**src/rtl/ts_gen_mlane_if.sv**
```systemverilog
// TX-side bus between the multi-lane TS generator and the per-lane TX FIFOs.
// master: drives ts_o / ts_o_vld, samples tx_fifo_full; slave: the FIFO side.
interface ts_gen_mlane_if #(
    parameter int NUM_LANES = 4
);
    logic [NUM_LANES*128-1:0] ts_o;
    logic [NUM_LANES-1:0]     ts_o_vld;
    logic [NUM_LANES-1:0]     tx_fifo_full;

    modport master (
        output ts_o,
        output ts_o_vld,
        input  tx_fifo_full
    );

    modport slave (
        input  ts_o,
        input  ts_o_vld,
        output tx_fifo_full
    );
endinterface

```
**src/rtl/ts_gen_mlane.sv**
```systemverilog
// Multi-lane TS1/TS2 generator: all lanes in lockstep, speed-paced, counts TSs.
// Ports: clk, rst (async active-low), config inputs from core_fsm, tx bus, count/flag/busy.
module ts_gen_mlane #(
    parameter int NUM_LANES   = 4,
    parameter int CNT_W       = 16,
    parameter int GEN1_PERIOD = 64,
    parameter int MAX_GEN     = 5
) (
    input  logic                 clk,
    input  logic                 rst,
    input  logic [7:0]           ts_info,
    input  logic                 ts_type,
    input  logic [7:0]           link_num,
    input  logic [2:0]           speed,
    input  logic [NUM_LANES-1:0] lane_en,
    input  logic [CNT_W-1:0]     sent_target,
    input  logic                 ts_update,
    input  logic                 ts_stop,
    ts_gen_mlane_if.master       tx,
    output logic [CNT_W-1:0]     ts_sent_cnt,
    output logic                 ts_sent_enough,
    output logic                 busy
);
    localparam int PW = $clog2(GEN1_PERIOD) + 1;
    // Bits [MAX_GEN:1] set, bit 0 and upper bits clear.
    localparam logic [7:0] RATE_MAP = 8'((1 << (MAX_GEN + 1)) - 2);

    typedef enum logic [1:0] {IDLE, SEND, PACE} state_e;

    state_e                   state_q, state_d;
    logic [PW-1:0]            pace_q, pace_d;
    logic [PW-1:0]            period_q, period_d;
    logic [CNT_W-1:0]         cnt_q, cnt_d;
    logic [CNT_W-1:0]         target_q, target_d;
    logic                     enough_q, enough_d;
    logic [NUM_LANES-1:0]     lane_en_q, lane_en_d;
    logic [NUM_LANES*128-1:0] ts_q, ts_d;
    logic [NUM_LANES-1:0]     vld;
    logic [PW-1:0]            speed_period;
    logic                     accept;
    logic                     blocked;

    function automatic logic [127:0] build_ts(
        input logic [7:0] lane,
        input logic [7:0] link,
        input logic [7:0] info,
        input logic       ty
    );
        logic [127:0] t;
        t         = '0;
        t[7:0]    = 8'hBC;
        t[15:8]   = link;
        t[23:16]  = lane;
        t[31:24]  = info;
        t[39:32]  = RATE_MAP;
        for (int k = 6; k < 16; k++) begin
            t[8*k +: 8] = ty ? 8'h45 : 8'h4A;
        end
        return t;
    endfunction

    always_comb begin
        speed_period = PW'(GEN1_PERIOD);
        if (speed <= 3'd4) begin
            speed_period = PW'(GEN1_PERIOD) >> speed;
        end
    end

    // Stop beats update; an update with no lanes enabled is dropped.
    assign accept  = ts_update && !ts_stop && (lane_en != '0);
    // Lockstep: any enabled lane full stalls every lane.
    assign blocked = |(tx.tx_fifo_full & lane_en_q);

    always_comb begin
        ts_d = ts_q;
        if (accept) begin
            for (int i = 0; i < NUM_LANES; i++) begin
                ts_d[128*i +: 128] = lane_en[i]
                    ? build_ts(8'(i), link_num, ts_info, ts_type)
                    : 128'd0;
            end
        end
    end

    always_comb begin
        state_d   = state_q;
        pace_d    = pace_q;
        period_d  = period_q;
        cnt_d     = cnt_q;
        target_d  = target_q;
        enough_d  = enough_q;
        lane_en_d = lane_en_q;
        vld       = '0;
        if (ts_stop) begin
            state_d = IDLE;
        end else if (accept) begin
            state_d   = SEND;
            lane_en_d = lane_en;
            target_d  = sent_target;
            period_d  = speed_period;
            cnt_d     = '0;
            enough_d  = (sent_target == '0);
            pace_d    = '0;
        end else begin
            unique case (state_q)
                SEND: begin
                    if (!blocked) begin
                        vld = lane_en_q;
                        if (cnt_q != '1) begin
                            cnt_d = cnt_q + CNT_W'(1);
                        end
                        enough_d = enough_q | (cnt_d >= target_q);
                        // A one-cycle period needs no PACE visit.
                        if (period_q > PW'(1)) begin
                            state_d = PACE;
                            pace_d  = period_q - PW'(2);
                        end
                    end
                end
                PACE: begin
                    if (pace_q == '0) begin
                        state_d = SEND;
                    end else begin
                        pace_d = pace_q - PW'(1);
                    end
                end
                default: ;
            endcase
        end
    end

    always_ff @(posedge clk or negedge rst) begin
        if (!rst) begin
            state_q   <= IDLE;
            pace_q    <= '0;
            period_q  <= '0;
            cnt_q     <= '0;
            target_q  <= '0;
            enough_q  <= 1'b0;
            lane_en_q <= '0;
            ts_q      <= '0;
        end else begin
            state_q   <= state_d;
            pace_q    <= pace_d;
            period_q  <= period_d;
            cnt_q     <= cnt_d;
            target_q  <= target_d;
            enough_q  <= enough_d;
            lane_en_q <= lane_en_d;
            ts_q      <= ts_d;
        end
    end

    assign tx.ts_o         = ts_q;
    assign tx.ts_o_vld     = vld;
    assign ts_sent_cnt     = cnt_q;
    assign ts_sent_enough  = enough_q;
    assign busy            = (state_q != IDLE);
endmodule

```
**src/flat_wrapper.sv**
```systemverilog
// flat-port wrapper written by rule: the top's interface ports become plain ports
module ts_gen_mlane_flat 
#(
    parameter int NUM_LANES   = 4,
    parameter int CNT_W       = 16,
    parameter int GEN1_PERIOD = 64,
    parameter int MAX_GEN     = 5
)
  (clk, rst, ts_info, ts_type, link_num, speed, lane_en, sent_target, ts_update, ts_stop, ts_sent_cnt, ts_sent_enough, busy, tx_ts_o, tx_ts_o_vld, tx_tx_fifo_full);
  ts_gen_mlane_if #(.NUM_LANES(NUM_LANES)) tx_i ();
  input  logic clk;
  input  logic rst;
  input  logic [7:0] ts_info;
  input  logic ts_type;
  input  logic [7:0] link_num;
  input  logic [2:0] speed;
  input  logic [NUM_LANES-1:0] lane_en;
  input  logic [CNT_W-1:0] sent_target;
  input  logic ts_update;
  input  logic ts_stop;
  output logic [CNT_W-1:0] ts_sent_cnt;
  output logic ts_sent_enough;
  output logic busy;
  output wire logic [$bits(tx_i.ts_o)-1:0] tx_ts_o;
  output wire logic [$bits(tx_i.ts_o_vld)-1:0] tx_ts_o_vld;
  input wire logic [$bits(tx_i.tx_fifo_full)-1:0] tx_tx_fifo_full;
  assign tx_ts_o = tx_i.ts_o;
  assign tx_ts_o_vld = tx_i.ts_o_vld;
  assign tx_i.tx_fifo_full = tx_tx_fifo_full;
  ts_gen_mlane #(.NUM_LANES(NUM_LANES), .CNT_W(CNT_W), .GEN1_PERIOD(GEN1_PERIOD), .MAX_GEN(MAX_GEN)) u_core (.clk(clk), .rst(rst), .ts_info(ts_info), .ts_type(ts_type), .link_num(link_num), .speed(speed), .lane_en(lane_en), .sent_target(sent_target), .ts_update(ts_update), .ts_stop(ts_stop), .tx(tx_i), .ts_sent_cnt(ts_sent_cnt), .ts_sent_enough(ts_sent_enough), .busy(busy));
endmodule
```
**config.mk**
```make
export PLATFORM = sky130hd
export DESIGN_NAME = ts_gen_mlane_flat
export DESIGN_NICKNAME = d
export VERILOG_FILES = /design/src/rtl/ts_gen_mlane_if.sv /design/src/rtl/ts_gen_mlane.sv /design/src/flat_wrapper.sv
export SDC_FILE = /design/constraint.sdc
export NUM_CORES = 1
export LEC_CHECK = 0
export CAP_MARGIN = 0
export CORE_AREA = 2 2 227 229
export DETAILED_ROUTE_END_ITERATION = 16
export DIE_AREA = 0 0 229 231
export REMOVE_ABC_BUFFERS = 1
export SETUP_SLACK_MARGIN = 0.5
export SLEW_MARGIN = 0
export SYNTH_ARGS = -nofsm -noshare
export SYNTH_HDL_FRONTEND = slang
export SYNTH_SLANG_ARGS = --single-unit
```
**constraint.sdc**
```tcl
create_clock -name clk -period 2.6 [get_ports clk]
set_input_delay 0.65 -clock clk [delete_from_list [all_inputs] [get_ports clk]]
set_output_delay 0.65 -clock clk [all_outputs]
set_load 0.02 [all_outputs]
```
==> run_results.csv, run 1 <==
group,metric,value,unit
synth,yosysWarnings,0,
synth,synthCells,1165,
setup_path,rr_worst_depth,11,
floorplanning,die_h,231,um
setup_path,critPathMaxStageDelay,310,ps
timing,worst_slack,-105.5,ps
clock_network,numCtsBuffers,17,
power_and_ir_drop,switching_share,38.39,%
setup_path,r2r_slack,-100,ps
clock_network,cts_tree,"yes",
power_and_ir_drop,p_leak,0.007374,uW
synth,synth-edff-count,0,
floorplanning,num_io_pins,582,
setup_path,end_kind,"output pin",
global_route,globalRouteTotalUtil,10.41,%
timing,maxClockFrequency,369.6,MHz
run_status,violations,"negative setup slack",
timing,tightest_slew,622.3,ps
place,hpwl,21.33,mm
job,cap_viol_max_count,0,
setup_path,cp_num_cells,7,
cells_and_area,final_area,0.01336,sq mm
setup_path,slowest_stage,"nor4_4",
detailed_routing,vias,7651,
synth,synth.most_common_cell,"buf_4",
timing,slew_headroom,58.51,%
power_and_ir_drop,p_clk_share,31.8,%
power_and_ir_drop,pwr_density_cell,597.5,mW/mm^2
setup_path,cp.arrival,2060,ps
synth,synth_top_family_by_area,"buffers and inverters",
setup_path,crit_type,"primary input to output pin",
cells_and_area,area_delta_synth_final,37.56,%
synth,yosys.area_share.simple,17.48,%
detailed_routing,routed_via_density,3.657,
worst_hold_path,worstHoldPathType,"primary input to async pin",
detailed_routing,wire_per_inst,13.92,um
global_route,antenna_found_initial,4,
place,place_area,0.01240,sq mm
power_and_ir_drop,combPwrFrac,37.7,%
global_route,gr-usage-met1,13.38,%
timing,finalMaxSlewViolations,0,
timing,rsz0062_at_grt,"yes",
timing,hold_violations,0,
cells_and_area,n_antenna_cell,0,
detailed_routing,wl,29.11,mm
synth,synth_top_area_share,33.71,%
synth,synthTopCellsByArea,"buf_4, dfrtp_1, nand2_1",
floorplanning,core.rowCount,83,
synth,synthArstFlopShare,100.0,%
floorplanning,start_util,19.16,%
timing,setup_viol,5,
global_route,met3_usage,3.224,%
synth,synth_cell_types,58,
floorplanning,core_area,0.05068,sq mm
synth,ys_seq_area_share,33.24,%
clock_network,clockBufferDepth,2,
setup_path,reg2reg_to,"u_core.ts_sent_enough",
cells_and_area,final_layout_size_suffix_gt1_share,20.33,%
run_status,status,"complete, but fails checks",
clock_network,clkTransAtPathRegs,60,ps
detailed_routing,drt_iter0_markers,338,
setup_path,reg2reg_from,"u_core.ts_sent_cnt[0]",
synth,synthFlopType,"dfrtp_1",
setup_path,start_kind,"primary input",
floorplanning,die_w,229,um
timing,worst_clock_skew,11.12,ps
setup_path,crit_chain,"dlygate4sd2_1 > a22o_4 > nor4_4 > buf_6 > buf_12 > and2_4 > buf_12",
global_route,grt_pass1_vias,7036,
place,io_buffers,377,
place,routabilityCongestion,0.8020,
power_and_ir_drop,peakVddDrop,0.0003076,V
clock_network,worst_skew_pair.late_latency,450,ps
global_route,grt_pass1_wl,42.03,mm
power_and_ir_drop,cell_internal_pwr,4917,uW
synth,yosys.area.top_type,"buf_4",
timing,fin_crit_sh,104.1,%
power_and_ir_drop,power.total,7982,uW
synth,syn_area_per_cell,8.335,sq um
global_route,top_usage_layer,"met2",
floorplanning,die_area,0.05290,sq mm
clock_network,cts_htree_levels,4,
global_route,grt_max_degree,61,
detailed_routing,drc,0,
global_route,grt-ovfl-total,0,
detailed_routing,firstDrtPassIters,4,
synth,synth_commonest_cells,"buf_4, nand2_1, dfrtp_1",
setup_path,worst-path-buf-inv,4,
clock_network,cts.sinks,129,
global_route,use_met2,16.56,%
clock_network,cts-root-buf,"clkbuf_16",
synth,yosys-mux-area-fraction,0.9406,%
cells_and_area,num-fill-cells,5526,
synth,syn-cell-area,0.009711,sq mm
synth,ys_seq_elements,129,
place,place_ws,-1058,ps
power_and_ir_drop,netSwitchingPower,3064,uW
timing,min_period,2706,ps
power_and_ir_drop,power.share.sequential,30.5,%
cells_and_area,nNetsFinal,1475,
setup_path,critPathMaxFanout,3,
setup_path,cp.required,1950,ps
synth,synthAdderAreaFrac,3.350,%
detailed_routing,ant_nets,0,
synth,synth_compound_area_share,6.816,%
setup_path,cp_common_cell,"buf_12",
setup_path,critical_path.top_delay_family,"buffers and inverters",
synth,synthXorXnorAreaFrac,1.714,%
[cell families after synthesis]
kind of cell / count (synthesis)
flops: 129
fa+ha+maj: 26
other cells: 1
mux: 9
compound gates: 101
buf+inv: 505
xor+xnor: 19
simple gates: 375
[sequential cells by signal (all words and copies together), names as in the netlist]
| signal | count |
|---|---|
| u_core.state_q | 2 |
| u_core.pace_q | 7 |
| u_core.period_q | 7 |
| u_core.target_q | 16 |
| u_core.lane_en_q | 4 |
| u_core.ts_sent_cnt | 16 |
| u_core.tx.ts_o | 76 |
| u_core.ts_sent_enough | 1 |
[what timing repair did]
| action | 4_1_cts | 5_1_grt |
|---|---|---|
| cloned | 1 | 0 |
| setup buffers | 19 | 11 |
| pin swaps | 26 | 10 |
| hold endpoints to repair | 0 | 0 |
| gates resized for setup | 535 | 59 |
| endpoints found under the setup margin | 429 | 128 |
| hold buffers | 0 | 0 |
[power groups by stage]
stage | logic, uW | registers [uW] | clock network, uW
after CTS | 3010 | 2440 | 2630
after global routing | 3240 | 2470 | 2720
final | 3010 | 2430 | 2540
after detailed placement | 3210 | 2520 | 0
after global placement | 3180 | 2500 | 0
after floorplan | 806 | 3230 | 0
[routing by layer]
layer	share of wire (%)	vias to the layer above	routed length [um]
met5	0.093	-	27
li1	-	3638	-
met2	48	376	13980
met3	7.4	30	2165
met4	1.4	4	403
met1	43	3603	12540
[cell type report]
class / count / area [sq um] / share of cell area [%]
Inverter: 28 / 107.6 / 0.8055
Clock buffer: 19 / 452.9 / 3.391
Timing Repair Buffer: 491 / 4518 / 33.82
Clock inverter: 11 / 153.9 / 1.152
Multi-Input combinational cell: 734 / 4024 / 30.12
Tap cell: 680 / 850.8 / 6.369
Sequential cell: 129 / 3251 / 24.33
[cell usage in the layout (no fill, tap or decap), types with 5 or more instances in the layout]
| cell | instances |
|---|---|
| a21oi_1 | 18 |
| a31oi_1 | 7 |
| buf_12 | 12 |
| buf_4 | 95 |
| buf_6 | 13 |
| clkbuf_16 | 17 |
| clkbuf_2 | 19 |
| clkdlybuf4s15_1 | 5 |
| clkdlybuf4s15_2 | 45 |
| clkdlybuf4s50_1 | 37 |
| conb_1 | 204 |
| dfrtp_1 | 117 |
| dfrtp_2 | 9 |
| dlygate4sd2_1 | 247 |
| dlymetal6s2s_1 | 15 |
| ha_1 | 22 |
| inv_1 | 23 |
| mux2i_1 | 8 |
| nand2_1 | 211 |
| nand3_1 | 80 |
| nand3b_1 | 5 |
| nand4_1 | 6 |
| nor2_1 | 13 |
| nor3_1 | 5 |
| nor4_1 | 6 |
| o21ai_0 | 28 |
| o31ai_1 | 5 |
| xnor2_1 | 11 |
[metrics by stage]
step | setup TNS [ps] | cells | util [%] | hold slack, ps
after global placement | -23200 | 2031 | 24.47 | 450.8
after CTS | -305.9 | 2081 | 26.09 | 179.7
after detailed placement | -22600 | 2031 | 24.47 | 455.0
final | -280.4 | 2092 | 26.36 | 198.9
after global routing | -539.8 | 2092 | 26.36 | 212.0
after floorplan | -417760 | 891 | - | 354.4
[worst max path at each step]
stage,to,from,slack (ps)
2_1_floorplan,u_core.ts_sent_enough,lane_en[1],-2370
4_1_cts,tx_ts_o_vld[3],lane_en[3],-120
3_3_place_gp,tx_ts_o_vld[2],lane_en[1],-1040
6_report,tx_ts_o_vld[3],tx_tx_fifo_full[0],-110
5_1_grt,u_core.ts_sent_enough,u_core.ts_sent_cnt[0],-220
3_5_place_dp,tx_ts_o_vld[2],lane_en[1],-1060
[worst register-to-register path, stage by stage (launching register included)]
cell and delay (ps):
dfrtp_1 350, buf_4 140, and3_2 280, nand2b_4 110
a311oi_4 310, xor2_1 240, ha_1 270, nand4_1 120
nor2_2 70, a2111oi_2 300, o211ai_1 150, o221a_2 240
Power figures use the tool's default switching activity.
==> run 2, diff against run 1 <==
Settings changed: CORE_AREA 2 2 227 229 to 2 2 225 227, DIE_AREA 0 0 229 231 to 0 0 227 229.
==> run 2 against run 1 <==
The flow still finishes with violations (negative setup slack). Global-route usage rose by 0.55 points. Setup slack gained 15 ps. Sequential share of layout area shrank 0.076 points. Maximum frequency rose by 0.55%. Die area shrank 1.7%. Routed wire length increased by 3.0%. Core utilization grew 0.57 points. Cell area is 0.12% higher. Sequential power barely moved. Sequential cell count unchanged. Register-to-register slack hardly changed. Worst hold slack lost 3.0 ps. Largest cell class unchanged. Largest power group unchanged.
==> run_results.csv, run 2 (same netlist as run 1, synthesis figures left out) <==
group,metric,value,unit
power_and_ir_drop,peakVddDrop,0.0003661,V
cells_and_area,seq_area,0.003244,sq mm
cells_and_area,final_layout_size_suffix_gt1_share,19.21,%
place,place_area,0.01239,sq mm
timing,setup_viol,3,
setup_path,crit_start,"u_core.ts_sent_cnt[0]",
detailed_routing,wl,29.99,mm
setup_path,critical_path.top_delay_family,"compound AO/OA/AOI/OAI gates",
setup_path,cp.required,2930,ps
global_route,grt-ovfl-total,0,
floorplanning,num_io_pins,582,
cells_and_area,num-fill-cells,5444,
power_and_ir_drop,pwr_density_cell,591.7,mW/mm^2
setup_path,end_kind,"flip-flop",
floorplanning,core_area,0.04966,sq mm
setup_path,rr_worst_depth,11,
setup_path,start_kind,"flip-flop",
detailed_routing,firstDrtPassIters,5,
run_status,status,"complete, but fails checks",
timing,slew_headroom,58.33,%
place,hpwl,21.77,mm
run_status,violations,"negative setup slack",
power_and_ir_drop,p_leak,0.007405,uW
timing,worst_clock_skew,11.89,ps
global_route,grt_pass1_wl,42.70,mm
global_route,antenna_found_initial,1,
timing,rsz0062_at_grt,"yes",
clock_network,clkTransAtPathRegs,70,ps
detailed_routing,drc,0,
global_route,grt_max_degree,58,
setup_path,crit_type,"flip-flop to flip-flop",
floorplanning,die_w,227,um
clock_network,cts_htree_levels,4,
clock_network,clockBufferDepth,2,
setup_path,critPathMaxFanout,4,
worst_hold_path,worstHoldPathType,"primary input to async pin",
place,io_buffers,377,
cells_and_area,final_common_cell,"dlygate4sd2_1",
cells_and_area,nNetsFinal,1472,
clock_network,cts_tree,"yes",
detailed_routing,routed_via_density,3.724,
place,routabilityCongestion,0.8176,
detailed_routing,wire_per_inst,14.38,um
timing,fin_crit_sh,103.5,%
floorplanning,die_area,0.05198,sq mm
floorplanning,start_util,19.56,%
clock_network,cts.sinks,129,
timing,maxClockFrequency,371.6,MHz
cells_and_area,largest_reg_flops,76,
job,cap_viol_max_count,0,
global_route,grt_pass1_vias,7054,
detailed_routing,drt_iter0_markers,370,
setup_path,slowest_stage,"dfrtp_1",
timing,worst_slack,-90.77,ps
detailed_routing,vias,7764,
setup_path,cp_num_cells,11,
cells_and_area,multiInputGateArea,0.004096,sq mm
clock_network,holdBufCountCts,0,
clock_network,numCtsBuffers,17,
timing,hold_violations,0,
clock_network,cts-root-buf,"clkbuf_16",
setup_path,critPathMaxStageDelay,410,ps
timing,min_period,2691,ps
cells_and_area,utilization,26.93,%
cells_and_area,final_area,0.01337,sq mm
detailed_routing,ant_nets,0,
setup_path,worst-path-buf-inv,1,
global_route,globalRouteTotalUtil,10.96,%
floorplanning,core.rowCount,82,
timing,finalMaxSlewViolations,0,
clock_network,worst_skew_pair.late_latency,450,ps
timing,tightest_slew,625.0,ps
setup_path,reg2reg_from,"u_core.ts_sent_cnt[0]",
setup_path,crit_chain,"buf_6 > and3_4 > nor2b_4 > o21ai_4 > xnor2_2 > ha_4 > a21oi_1 > nand2_1 > a2111oi_2 > o211ai_1 > o221a_2",
cells_and_area,mostFrequentLayoutCells,"dlygate4sd2_1, nand2_1, conb_1",
cells_and_area,area_delta_synth_final,37.73,%
floorplanning,die_h,229,um
setup_path,cp.arrival,3020,ps
[run 2: cell count changes in the layout (fill, tap and decap cells not counted), moves of 4 or more]
cell,before,now
clkbuf_2,19,14
dlygate4sd2_1,247,252
clkdlybuf4s15_2,45,33
dlymetal6s2s_1,15,19
ha_4,2,6
clkdlybuf4s15_1,5,10
[run 2: worst paths after layout]
path,end,slack (ps)
min reg2reg,u_core.tx.ts_o[271],460
max reg2reg,u_core.ts_sent_enough,-90
min in group clk,u_core.tx.ts_o[271],460
max in group asynchronous,u_core.target_q[12],1730
max,u_core.ts_sent_enough,-90
min,u_core.lane_en_q[3],200
[run 2: what timing repair did]
item | in CTS | in global routing
endpoints found under the setup margin | 429 | 124
gates cloned | 1 | 0
resized for setup | 492 | 81
pin swaps | 26 | 28
buffers inserted | 15 | 11
[run 2: power by group]
part	internal (uW)	leakage (uW)	switching [uW]
Combinational	1090	0.00545	1900
Clock	1450	0.000278	1050
Sequential	2240	0.00168	188
[run 2: per-layer routing]
metal	up-vias	part of all wire, %	GRT usage, %
met2	374	49	17.67
met3	20	7.6	2.938
li1	3635	-	-
met5	-	0.043	0
met1	3733	42	14.11
met4	2	1.3	3.656
[run 2: layout make-up]
class / count / area share (%)
Multi-Input combinational cell: 734 / 30.63
Timing Repair Buffer: 488 / 33.55
Clock inverter: 14 / 1.151
Inverter: 28 / 0.8046
Clock buffer: 18 / 3.284
Antenna cell: 2 / 0.03742
Tap cell: 672 / 6.287
Sequential cell: 129 / 24.26
[run 2: through the flow]
stage                     total power, uW  hold WS [ps]  std cells  TNS (ps)  setup slack, ps
final                                7913         195.8       2085    -175.2           -90.77
after global routing                 8314         220.5       2083    -513.6           -197.9
after CTS                            7963         201.4       2072    -242.6           -106.0
after detailed placement             5713         454.3       2024    -21540            -1037
after global placement               5667         449.5       2024    -21750            -1034
after floorplan                      4040         354.4        891   -417760            -2368
[run 2: worst register-to-register path, stage by stage, from the launching register on]
cell,delay (ps)
dfrtp_1,410
buf_6,150
and3_4,220
nor2b_4,220
o21ai_4,90
xnor2_2,240
ha_4,250
a21oi_1,150
nand2_1,80
a2111oi_2,340
o211ai_1,160
o221a_2,260
==> run 3, diff against run 2 <==
Settings changed: SETUP_SLACK_MARGIN 0.5 to unset, TNS_END_PERCENT set to 5.
Clock period 2.6 ns to 2.9 ns, I/O delays scaled along.
==> run 3 against run 2 <==
The run now ends clean. Largest cell class unchanged. Core utilization shrank 0.88 points. Total power shrank 8.8%. Worst hold slack gained 25 ps.
==> run_results.csv, run 3 (same netlist as run 1, synthesis figures left out) <==
group,metric,value,unit
setup_path,crit_chain,"buf_2 > o41a_1 > nor4_4 > buf_6 > buf_12 > and2_4 > buf_12",
floorplanning,die_w,227,um
cells_and_area,final_common_cell,"clkdlybuf4s50_1",
detailed_routing,drt_iter0_markers,361,
timing,worst_slack,35.11,ps
run_status,status,"completed",
floorplanning,core_area,0.04966,sq mm
clock_network,numCtsBuffers,17,
detailed_routing,drc,0,
setup_path,r2r_slack,160,ps
global_route,grt_pass1_wl,40.81,mm
cells_and_area,final_area,0.01293,sq mm
job,cap_viol_max_count,0,
cells_and_area,area_delta_synth_final,33.20,%
setup_path,cp_common_cell,"buf_12",
timing,finalMaxSlewViolations,0,
detailed_routing,firstDrtPassIters,5,
timing,worst_clock_skew,7.650,ps
timing,tightest_slew,685.0,ps
detailed_routing,ant_nets,0,
floorplanning,num_io_pins,582,
power_and_ir_drop,p_leak,0.005985,uW
setup_path,cp.arrival,2140,ps
cells_and_area,largest_reg_flops,76,
global_route,grt_pass1_vias,6941,
floorplanning,die_area,0.05198,sq mm
global_route,antenna_found_initial,1,
setup_path,crit_type,"primary input to output pin",
timing,fin_crit_sh,98.79,%
clock_network,cts.sinks,129,
floorplanning,start_util,19.56,%
worst_hold_path,worstHoldPathType,"primary input to async pin",
clock_network,worst_skew_pair.late_latency,440,ps
setup_path,cp.required,2170,ps
cells_and_area,nNetsFinal,1421,
clock_network,clkTransAtPathRegs,70,ps
setup_path,end_kind,"output pin",
global_route,globalRouteTotalUtil,10.38,%
timing,rsz0062_at_grt,"yes",
place,place_ws,-893.7,ps
place,hpwl,21.42,mm
timing,min_period,2865,ps
setup_path,critPathMaxFanout,3,
setup_path,reg2reg_from,"u_core.ts_sent_cnt[1]",
setup_path,reg2reg_to,"u_core.ts_sent_enough",
setup_path,slowest_stage,"o41a_1",
timing,setup_viol,0,
global_route,grt_max_degree,56,
place,place_area,0.01220,sq mm
global_route,grt-ovfl-total,0,
clock_network,cts_tree,"yes",
cells_and_area,mostFrequentLayoutCells,"clkdlybuf4s50_1, nand2_1, conb_1",
timing,maxClockFrequency,349.1,MHz
place,io_buffers,377,
setup_path,critPathMaxStageDelay,530,ps
floorplanning,core.rowCount,82,
timing,slew_headroom,54.34,%
setup_path,start_kind,"primary input",
detailed_routing,vias,7465,
detailed_routing,wl,28.47,mm
detailed_routing,routed_via_density,3.672,
power_and_ir_drop,pwr_density_cell,557.9,mW/mm^2
power_and_ir_drop,peakVddDrop,0.0003075,V
detailed_routing,wire_per_inst,14.00,um
setup_path,rr_worst_depth,11,
clock_network,clockBufferDepth,2,
timing,hold_violations,0,
cells_and_area,final_layout_size_suffix_gt1_share,9.485,%
clock_network,cts_htree_levels,4,
floorplanning,die_h,229,um
place,routabilityCongestion,0.7944,
clock_network,cts-root-buf,"clkbuf_16",
run 3: worst max path at each step:
stage | start | to | slack (ps)
3_5_place_dp | lane_en[1] | tx_ts_o_vld[2] | -890
3_3_place_gp | lane_en[1] | tx_ts_o_vld[2] | -900
4_1_cts | u_core.ts_sent_cnt[0] | u_core.ts_sent_enough | 7
6_report | lane_en[3] | tx_ts_o_vld[3] | 40
5_1_grt | u_core.ts_sent_cnt[0] | u_core.ts_sent_enough | -5
2_1_floorplan | lane_en[1] | u_core.ts_sent_enough | -2140
run 3: critical path, delay by kind of cell:
family / cells / cell delay, ps
AOI/OAI and AO/OA: 1 / 530
buffers and inverters: 4 / 490
and+or+nand+nor: 2 / 390
run 3: per-stage QoR:
step | hold WS, ps | std cells | total power, uW | setup TNS (ps) | util, %
2_1_floorplan | 429.4 | 891 | 3622 | -337290 | -
3_3_place_gp | 449.9 | 1994 | 5056 | -4230 | 24.57
3_5_place_dp | 455.8 | 1994 | 5094 | -4367 | 24.57
4_1_cts | 226.4 | 2030 | 7322 | 0 | 25.86
5_1_grt | 248.1 | 2032 | 7611 | -9.666 | 26.04
6_report | 220.5 | 2033 | 7216 | 0 | 26.05
run 3: power by group:
group / internal (uW) / switching, uW
clock: 1210 / 944
combinational: 1220 / 1620
sequential: 2000 / 225
total: 4430 / 2790
run 3: per-layer routing:
metal	vias to the layer above	GRT usage [%]	part of all wire [%]
met1	3560	13.29	43
met5	-	0	0.046
li1	3525	-	-
met4	2	3.268	1.3
met3	21	2.553	7.0
met2	357	17.08	49
run 3: layout make-up:
type                    instances  area (sq um)
diodes                          1         2.502
multi-input cells             734          3831
flip-flops and latches        129          3228
well taps                     672         840.8
clock inverters                15         150.1
inverters                      28         105.1
fillers                      5377         36720
clock buffers                  17         425.4
repair buffers                437          4352
run 3: what timing repair did:
| action | 4_1_cts | 5_1_grt |
|---|---|---|
| hold buffers | 0 | 0 |
| buffers inserted | 3 | 2 |
| resized for setup | 43 | 17 |
| setup endpoints to repair | 5 | 2 |
| cloned | 1 | 0 |
| pin swaps | 4 | 3 |
